==> src/rtl/alu_muldiv.sv <==
// alu_muldiv: iterative RV32M/RV64M multiply/divide; define ALU_MULDIV_FAST_MUL_EN for a single-cycle multiplier
module alu_muldiv #(
  parameter int XLEN = 32,
  localparam int CNT_W = $clog2(XLEN) + 1
) (
  input  logic            clk,
  input  logic            rst_n,
  input  logic            kill,
  input  logic            req_valid,
  output logic            req_ready,
  input  logic [2:0]      req_op,
  input  logic [XLEN-1:0] req_a,
  input  logic [XLEN-1:0] req_b,
  output logic            resp_valid,
  input  logic            resp_ready,
  output logic [XLEN-1:0] resp_data,
  output logic            busy
);
  localparam logic [1:0] IDLE = 2'd0, CALC = 2'd1, DONE = 2'd2;
  logic [1:0]        state;
  logic [2:0]        op_r;
  logic              neg_r;
  logic [XLEN-1:0]   opnd;
  logic [2*XLEN-1:0] acc, acc_nxt, prod;
  logic [CNT_W-1:0]  cnt;
  logic              a_sgn, b_sgn, sa, sb, neg, is_div, div0, ovf, mz, special;
  logic [XLEN-1:0]   a_mag, b_mag, spec_data, q, r, res;
  logic [XLEN:0]     msum, dtrial;
`ifdef ALU_MULDIV_FAST_MUL_EN
  logic [2*XLEN-1:0] fprod, fsig;
  logic [XLEN-1:0]   fres;
`endif
  assign req_ready  = state == IDLE;
  assign resp_valid = state == DONE;
  assign busy       = state != IDLE;
  // request decode: operand magnitudes, result sign and the shortcut cases
  always_comb begin
    a_sgn     = req_op == 3'd0 || req_op == 3'd1 || req_op == 3'd2 || req_op == 3'd4 || req_op == 3'd6;
    b_sgn     = req_op == 3'd0 || req_op == 3'd1 || req_op == 3'd4 || req_op == 3'd6;
    sa        = a_sgn && req_a[XLEN-1];
    sb        = b_sgn && req_b[XLEN-1];
    neg       = (req_op[2] && req_op[1]) ? sa : sa ^ sb;
    a_mag     = sa ? -req_a : req_a;
    b_mag     = sb ? -req_b : req_b;
    is_div    = req_op[2];
    div0      = is_div && req_b == {XLEN{1'b0}};
    ovf       = (req_op == 3'd4 || req_op == 3'd6) && req_a == {1'b1, {XLEN-1{1'b0}}} && req_b == {XLEN{1'b1}};
    mz        = !is_div && (req_a == {XLEN{1'b0}} || req_b == {XLEN{1'b0}});
    special   = div0 || ovf || mz;
    spec_data = div0 ? (req_op[1] ? req_a : {XLEN{1'b1}}) :
                ovf  ? (req_op[1] ? {XLEN{1'b0}} : req_a) : {XLEN{1'b0}};
  end
  // one shift-add or restoring-subtract step, and the signed result it would give
  always_comb begin
    msum    = {1'b0, acc[2*XLEN-1:XLEN]} + {1'b0, acc[0] ? opnd : {XLEN{1'b0}}};
    dtrial  = acc[2*XLEN-1:XLEN-1] - {1'b0, opnd};
    acc_nxt = !op_r[2] ? {msum, acc[XLEN-1:1]} :
              dtrial[XLEN] ? {acc[2*XLEN-2:0], 1'b0} : {dtrial[XLEN-1:0], acc[XLEN-2:0], 1'b1};
    prod    = neg_r ? -acc_nxt : acc_nxt;
    q       = neg_r ? -acc_nxt[XLEN-1:0] : acc_nxt[XLEN-1:0];
    r       = neg_r ? -acc_nxt[2*XLEN-1:XLEN] : acc_nxt[2*XLEN-1:XLEN];
    res     = op_r[2] ? (op_r[1] ? r : q) : (op_r == 3'd0 ? prod[XLEN-1:0] : prod[2*XLEN-1:XLEN]);
  end
`ifdef ALU_MULDIV_FAST_MUL_EN
  // wide combinational product used when the fast multiplier is built in
  always_comb begin
    fprod = {{XLEN{1'b0}}, a_mag} * {{XLEN{1'b0}}, b_mag};
    fsig  = neg ? -fprod : fprod;
    fres  = req_op == 3'd0 ? fsig[XLEN-1:0] : fsig[2*XLEN-1:XLEN];
  end
`endif
  // control FSM with operand latching and result capture; kill overrides everything
  always_ff @(posedge clk or negedge rst_n) begin
    if (!rst_n) begin
      state     <= IDLE;
      op_r      <= '0;
      neg_r     <= 1'b0;
      opnd      <= '0;
      acc       <= '0;
      cnt       <= '0;
      resp_data <= '0;
    end else if (kill) begin
      state <= IDLE;
    end else if (state == IDLE && req_valid) begin
      op_r  <= req_op;
      neg_r <= neg;
      opnd  <= is_div ? b_mag : a_mag;
      acc   <= {{XLEN{1'b0}}, is_div ? a_mag : b_mag};
      cnt   <= CNT_W'(XLEN - 1);
      if (special) begin
        resp_data <= spec_data;
        state     <= DONE;
`ifdef ALU_MULDIV_FAST_MUL_EN
      end else if (!is_div) begin
        resp_data <= fres;
        state     <= DONE;
`endif
      end else begin
        state <= CALC;
      end
    end else if (state == CALC) begin
      acc <= acc_nxt;
      cnt <= cnt - CNT_W'(1);
      if (cnt == '0) begin
        resp_data <= res;
        state     <= DONE;
      end
    end else if (state == DONE && resp_ready) begin
      state <= IDLE;
    end
  end
endmodule

==> config.mk <==
export PLATFORM = sky130hd
export DESIGN_NAME = alu_muldiv
export DESIGN_NICKNAME = d
export VERILOG_FILES = /design/src/rtl/alu_muldiv.sv
export SDC_FILE = /design/constraint.sdc
export NUM_CORES = 1
export LEC_CHECK = 0
export ABC_AREA = 1
export CAP_MARGIN = 5
export CORE_UTILIZATION = 37
export CTS_BUF_LIST = sky130_fd_sc_hd__clkbuf_8
export DETAILED_ROUTE_END_ITERATION = 8
export GPL_TIMING_DRIVEN = 0
export SLEW_MARGIN = 20
export SYNTH_ARGS = -nofsm -noshare
export SYNTH_HDL_FRONTEND = slang
export SYNTH_SLANG_ARGS = --single-unit
export TNS_END_PERCENT = 30
==> constraint.sdc <==
create_clock -name clk -period 10.85 [get_ports clk]
set_input_delay 1.6275 -clock clk [delete_from_list [all_inputs] [get_ports clk]]
set_output_delay 1.6275 -clock clk [all_outputs]
set_load 0.02 [all_outputs]
---- After elaboration in Yosys (flattened, before gate mapping) ----
Index checks and enable logic that the tools add are counted.
storage, ports and cells
  register bits ........................... 140
  output and inout bits ................... 35
  logic and storage cells ................. 93
operators by class
  $add $sub $neg .......................... 8
  equal/unequal tests ..................... 10
  mux-type cells .......................... 32
  bitwise operators ....................... 2
  reduce and logical (&&, ||, !) cells .... 34
operators with widths
  kind                                                                count
  32-bit 2-to-1 mux                                                   18
  64-bit 2-to-1 mux                                                   5
  32-bit negator                                                      4
  32-bit == test, second input constant                               2
  32-bit logical NOT                                                  2
  64-bit negator                                                      1
  32-bit by 32-bit adder with 33-bit output                           1
  33-bit by 32-bit subtractor with 33-bit output                      1
  2-bit 2-to-1 mux                                                    6
  6-bit 2-to-1 mux                                                    2
  1-bit logical OR                                                    10
  1-bit logical AND                                                   9
  3-bit == test, second input constant                                2
  3-bit logical NOT                                                   2
  6-bit logical NOT                                                   1
  2-bit AND reduction                                                 3
  2-bit nonzero test                                                  3
  6-bit by 1-bit subtractor with 6-bit output, second input constant  1
  4-bit by 3-bit != test with 1-bit output, second input constant     1
  4-bit AND reduction                                                 1
  4-bit nonzero test                                                  1
  3-bit by 1-bit == test with 1-bit output, second input constant     1
  3-bit by 2-bit == test with 1-bit output, second input constant     1
  2-bit by 1-bit == test with 1-bit output, second input constant     1
  other kinds (7)                                                     7

---- Depth between registers and ports, before layout ----
  depth in word-level cells ............... 10
  mapped depth ............................ 38
  depth with buffers taken out ............ 38

---- Least setup slack after synthesis ----
Ideal clock, no wire load.
  kind .................................... reg-to-reg
  start point ............................. reg opnd[0]
  end point ............................... reg resp_data[24]
  arrival time ............................ 3.958 ns
  setup slack ............................. 6.814 ns
  stages on the path, launching flop included .. 32
  buffers on the path ..................... 0
  cells stage by stage .................... dfrtp_1 > ha_1 > fa_1 > inv_1 > nand2_1 > nand2_1 > nand3_1 > nand2_2 > nand2_1 > nand2_2 > nand2_4 > nand2_4 > nand2_4 > nand3_2 > nand2_1 > inv_1 > ha_1 > inv_1 > nor2_1 > nand3_1 > nor2_1 > nand3_1 > nor3_1 > nand3_1 > o31ai_1 > xnor2_1 > nand2_1 > o21ai_0 > inv_1 > nand2_1 > nand3_1 > a21boi_1
on the way
  longest elaborated chain between the ends .. 10
  elaborated cells on any way between the ends .. 17
  those cells by class .................... 5 x add/sub; 12 x mux
ends and longest elaborated chain
  element                                                                              line    text
  start, declared                                                                      23      logic [XLEN-1:0] opnd;
  start signal, assigned                                                               87      opnd <= is_div ? b_mag : a_mag;
  33-bit by 32-bit subtractor with 33-bit output or 32-bit 2-to-1 mux (tied branches)  56, 55
  64-bit 2-to-1 mux or 32-bit by 32-bit adder with 33-bit output (tied branches)       58, 55
  64-bit 2-to-1 mux *                                                                  57      acc_nxt = !op_r[2] ? {msum, acc[XLEN-1:1]} :
  64-bit negator, or another cell as far along                                         59      prod = neg_r ? -acc_nxt : acc_nxt;
  64-bit 2-to-1 mux, or another cell as far along                                      59
  32-bit 2-to-1 mux                                                                    62      res = op_r[2] ? (op_r[1] ? r : q) : (op_r == 3'd0 ? prod[XLEN-1:0] : prod[2*XLEN-1:XLEN]);
  32-bit 2-to-1 mux *                                                                  62
  32-bit 2-to-1 mux *                                                                  104     if (cnt == '0) begin
  32-bit 2-to-1 mux *                                                                  101     end else if (state == CALC) begin
  32-bit 2-to-1 mux *                                                                  84      end else if (state == IDLE && req_valid) begin
  end signal, assigned                                                                 91      resp_data <= spec_data;
  end signal, assigned                                                                 105     resp_data <= res;
  end, declared                                                                        16      output logic [XLEN-1:0] resp_data,
Mark *: on every way between the ends. The rest lies on a longest branch, timed or not. The select of a mux whose other input is x is not followed.
A chain may end at the register's enable or synchronous reset.

---- Worst setup path in the final report ----
  start point ............................. reg opnd[0]
  end point ............................... reg resp_data[10]
The elaborated chain is that of the path after synthesis.

==> summary.md <==
| Metric | Value |
|---|---|
| Post-synth EDFFs | 0 |
| Combinational share of power | 0.793 |
| Sequential power share | 0.143 |
| Detailed placement HPWL | 71300 µm |
| Synth top cells by count | nand2_1 (929), inv_1 (494), nor2_1 (343) |
| Port Buffer Count | 104 |
| Cell area after synthesis | 18200 µm² |
| WL final | 85900 µm |
| Vias per cell | 5.53 |
| Cell with the most instances after synthesis | nand2_1 |
| Register-to-Register Path Depth | 35 |
| Yosys top cell by area | dfrtp_1 |
| CTS Sinks | 140 |
| Sequential share of the synthesized area | 0.193 |
| CP endpoint | resp_data[10] |
| Slowest CP cell | dfrtp_1 |
| Sw power | 4.37 mW |
| Core area | 48000 µm² |
| Status | complete, no violations |
| RSZ-0062 raised after global routing | no |
| R2R Path Start | opnd[0] |
| Max FO, Critical Path | 7 |
| Initial Utilization | 0.378 |
| Final Hold Viols | 0 |
| Die height | 224 µm |
| Vias in the first global route | 20100 |
| Hold WS | 0.509 ns |
| Worst slew pin tran | 1.18 ns |
| Cell count after placement | 3916 |
| Final #Nets | 3465 |
| Post-route cell area | 20400 µm² |
| Die width | 224 µm |
| Met3 routed WL | 7090 µm |
| Largest net degree at the start of global routing | 84 |
| Crit end category | flip-flop |
| Minimum clock period | 6.08 ns |
| Worst-path clk slew | 0.10 ns |
| Rows | 80 |
| Mean post-synth cell area | 5.68 µm² |
| Global route overflow | 0 |
| Setup Skew | 0.0219 ns |
| Worst EP arrival | 6.52 ns |
| Final clock period utilization by the worst path | 0.560 |
| Initial antenna violation count | 1 |
| Hold Path Depth | 2 |
| Final slew viol count | 0 |
| Hold-fix buffer count after cts | 0 |
| Routed len/inst | 21.7 µm |
| Post-synth cell types | 56 |
| Most used flip-flop cell after synthesis | dfrtp_1 |
| Vias | 21900 |
| Met2 routed WL | 39000 µm |
| YS warnings | 0 |
| Post-synthesis register bit count | 140 |
| Critical Path RT | 11.29 ns |
| Leakage | 10.7 nW |
| Share of the synthesized area in the top cell type | 0.193 |
| IR drop worst, VDD | 0.000158 V |
| RR Endpoint | resp_data[10] |
| Largest cells by area after synthesis | dfrtp_1 (19%), nand2_1 (19%), inv_1 (10%) |
| Max cap viols | 0 |
| Setup Crit Path Kind | flip-flop to flip-flop |
| Routability congestion estimate from global placement | 1.04 |
| GRT Util Overall | 0.341 |
| DP Area | 20000 µm² |
| Drc violations | 0 |
| Sw Ratio | 0.636 |
| CP Launch Type | flip-flop |
| CP peak stage delay | 0.45 ns |
| Synth-to-Final Area Change | 12.2% |
| First-pass GRT wire length | 126000 µm |
| Clk root buf | clkbuf_8 |
| Worst-skew pair later-pin latency | 0.56 ns |
| Worst setup path startpoint | opnd[0] |
| Pwr/cell area | 337 nW/µm² |
| Finished Layout Cells | 3949 |
| Slew HR | 0.204 |
| Post-Syn Instances | 3196 |
| Pint | 2.50 mW |
| Post-CTS Setup Bufs | 0 |
| H-tree depth | 4 |
| Top Ports | 107 |
| Clock share of power | 0.064 |
| Total die area | 50000 µm² |
| Final setup violating endpoints | 0 |
| Post-cts resize count | 0 |
| Drt initial violations | 2424 |
| TritonCTS clock tree | built |
| Top Layer Used | met4 |
| WL met1 | 35500 µm |
| R2R Setup Slk | 4.77 ns |
| Fmax | 0.164 GHz |
| Layout cells sized above 1 | 0.0429 |
| Number of routed nets with antenna violations | 0 |
| Util after Layout | 0.424 |
| CTS Buf Count | 17 |
| Worst Hold Class | flip-flop to flip-flop |
| Clock Path Buffers | 2 |
| Asr flop ratio synth | 1.00 |
| Mapped Nets | 3341 |
| Detailed Routing Iterations Pass 1 | 8 |
| Min-delay src | cnt[4] |
| Post-route setup TNS | 0 ns |
[cells by family (layout without fill, tap and decap cells)]
logic type	Yosys count	count (layout)	share of synthesized area
other cells	0	1	0
simple gates	1736	1736	0.407
buf+inv	613	750	0.130
fa+ha+maj	73	73	0.0511
flops	140	140	0.193
mux	1	1	0.000551
xor+xnor	106	106	0.0511
compound gates	527	527	0.168
[how the worst min path moves through the flow]
stage	end	slack (ns)
finish	cnt[4]	0.51
CTS	cnt[4]	0.52
global route	cnt[4]	0.54
detailed placement	cnt[4]	0.50
global placement	cnt[4]	0.49
floorplan	acc[2]	0.47
[power by group through the flow]
stage | Sequential (mW) | Clock, mW | Combinational (mW)
floorplan | 0.935 | 0 | 3.45
CTS | 0.973 | 0.441 | 5.29
detailed placement | 0.981 | 0 | 5.26
finish | 0.984 | 0.437 | 5.45
global placement | 0.980 | 0 | 5.27
global route | 0.995 | 0.456 | 5.93
[through the flow]
step	total power, mW	worst slack, ns
finish	6.87	4.77
global route	7.38	4.50
CTS	6.70	5.02
detailed placement	6.24	5.05
global placement	6.25	2.23
floorplan	4.39	6.81
[layout make-up]
class | instances | area (µm²)
fill | 5411 | 27700
multi-input combinational | 2443 | 12300
sequential | 140 | 3500
inverter | 502 | 1880
timing repair buffer | 105 | 1070
tap | 615 | 769
buffer | 111 | 477
clock buffer | 17 | 234
clock inverter | 15 | 141
antenna | 1 | 2.50
[routing by layer]
layer  up-vias  global-route usage
met1     10000               0.433
met3       211              0.0605
met5         -                   0
met4         0               0.157
li1      10500                   -
met2      1085               0.562
[registers in the layout, indices dropped and copies added, names as in the netlist]
register,count
cnt,6
acc,64
state,2
op_r,3
resp_data,32
neg_r,1
opnd,32
[cells in the final DEF (no fill, tap or decap), types with 4 or more instances in the layout]
cell             instances
nor3_1                  42
o21ai_1                 12
nand3b_1                17
clkbuf_8                17
buf_1                   11
buf_2                   15
o211ai_1                16
clkbuf_1                79
o22ai_1                 28
nand2_4                  6
o21bai_1                10
a21oi_1                147
dfrtp_1                140
o221ai_1                27
nand2_1                929
inv_2                    6
a22oi_1                 22
nor2_1                 343
nor4_1                  11
xor2_1                  76
o21ai_0                211
a21boi_1                20
nand4_1                 42
inv_6                    7
o21ai_2                  5
inv_1                  494
inv_8                    6
or2_2                   11
xnor2_1                 30
nand3_1                273
nor2_2                   9
a31oi_1                  9
ha_1                    71
nand2_2                 35
a21o_1                   6
nor2_4                   4
clkdlybuf4s50_1        103
[worst max-delay path, delay by kind of cell, from the launching register on]
kind                     cells  cell delay (ns)
AO/OA/AOI/OAI                3             0.71
adder cells (fa/ha/maj)      3             0.91
buffers and inverters        5             0.61
flip-flops                   1             0.45
AND/OR/NAND/NOR             24             3.26
No activity file was read; power rests on OpenSTA's default activity.
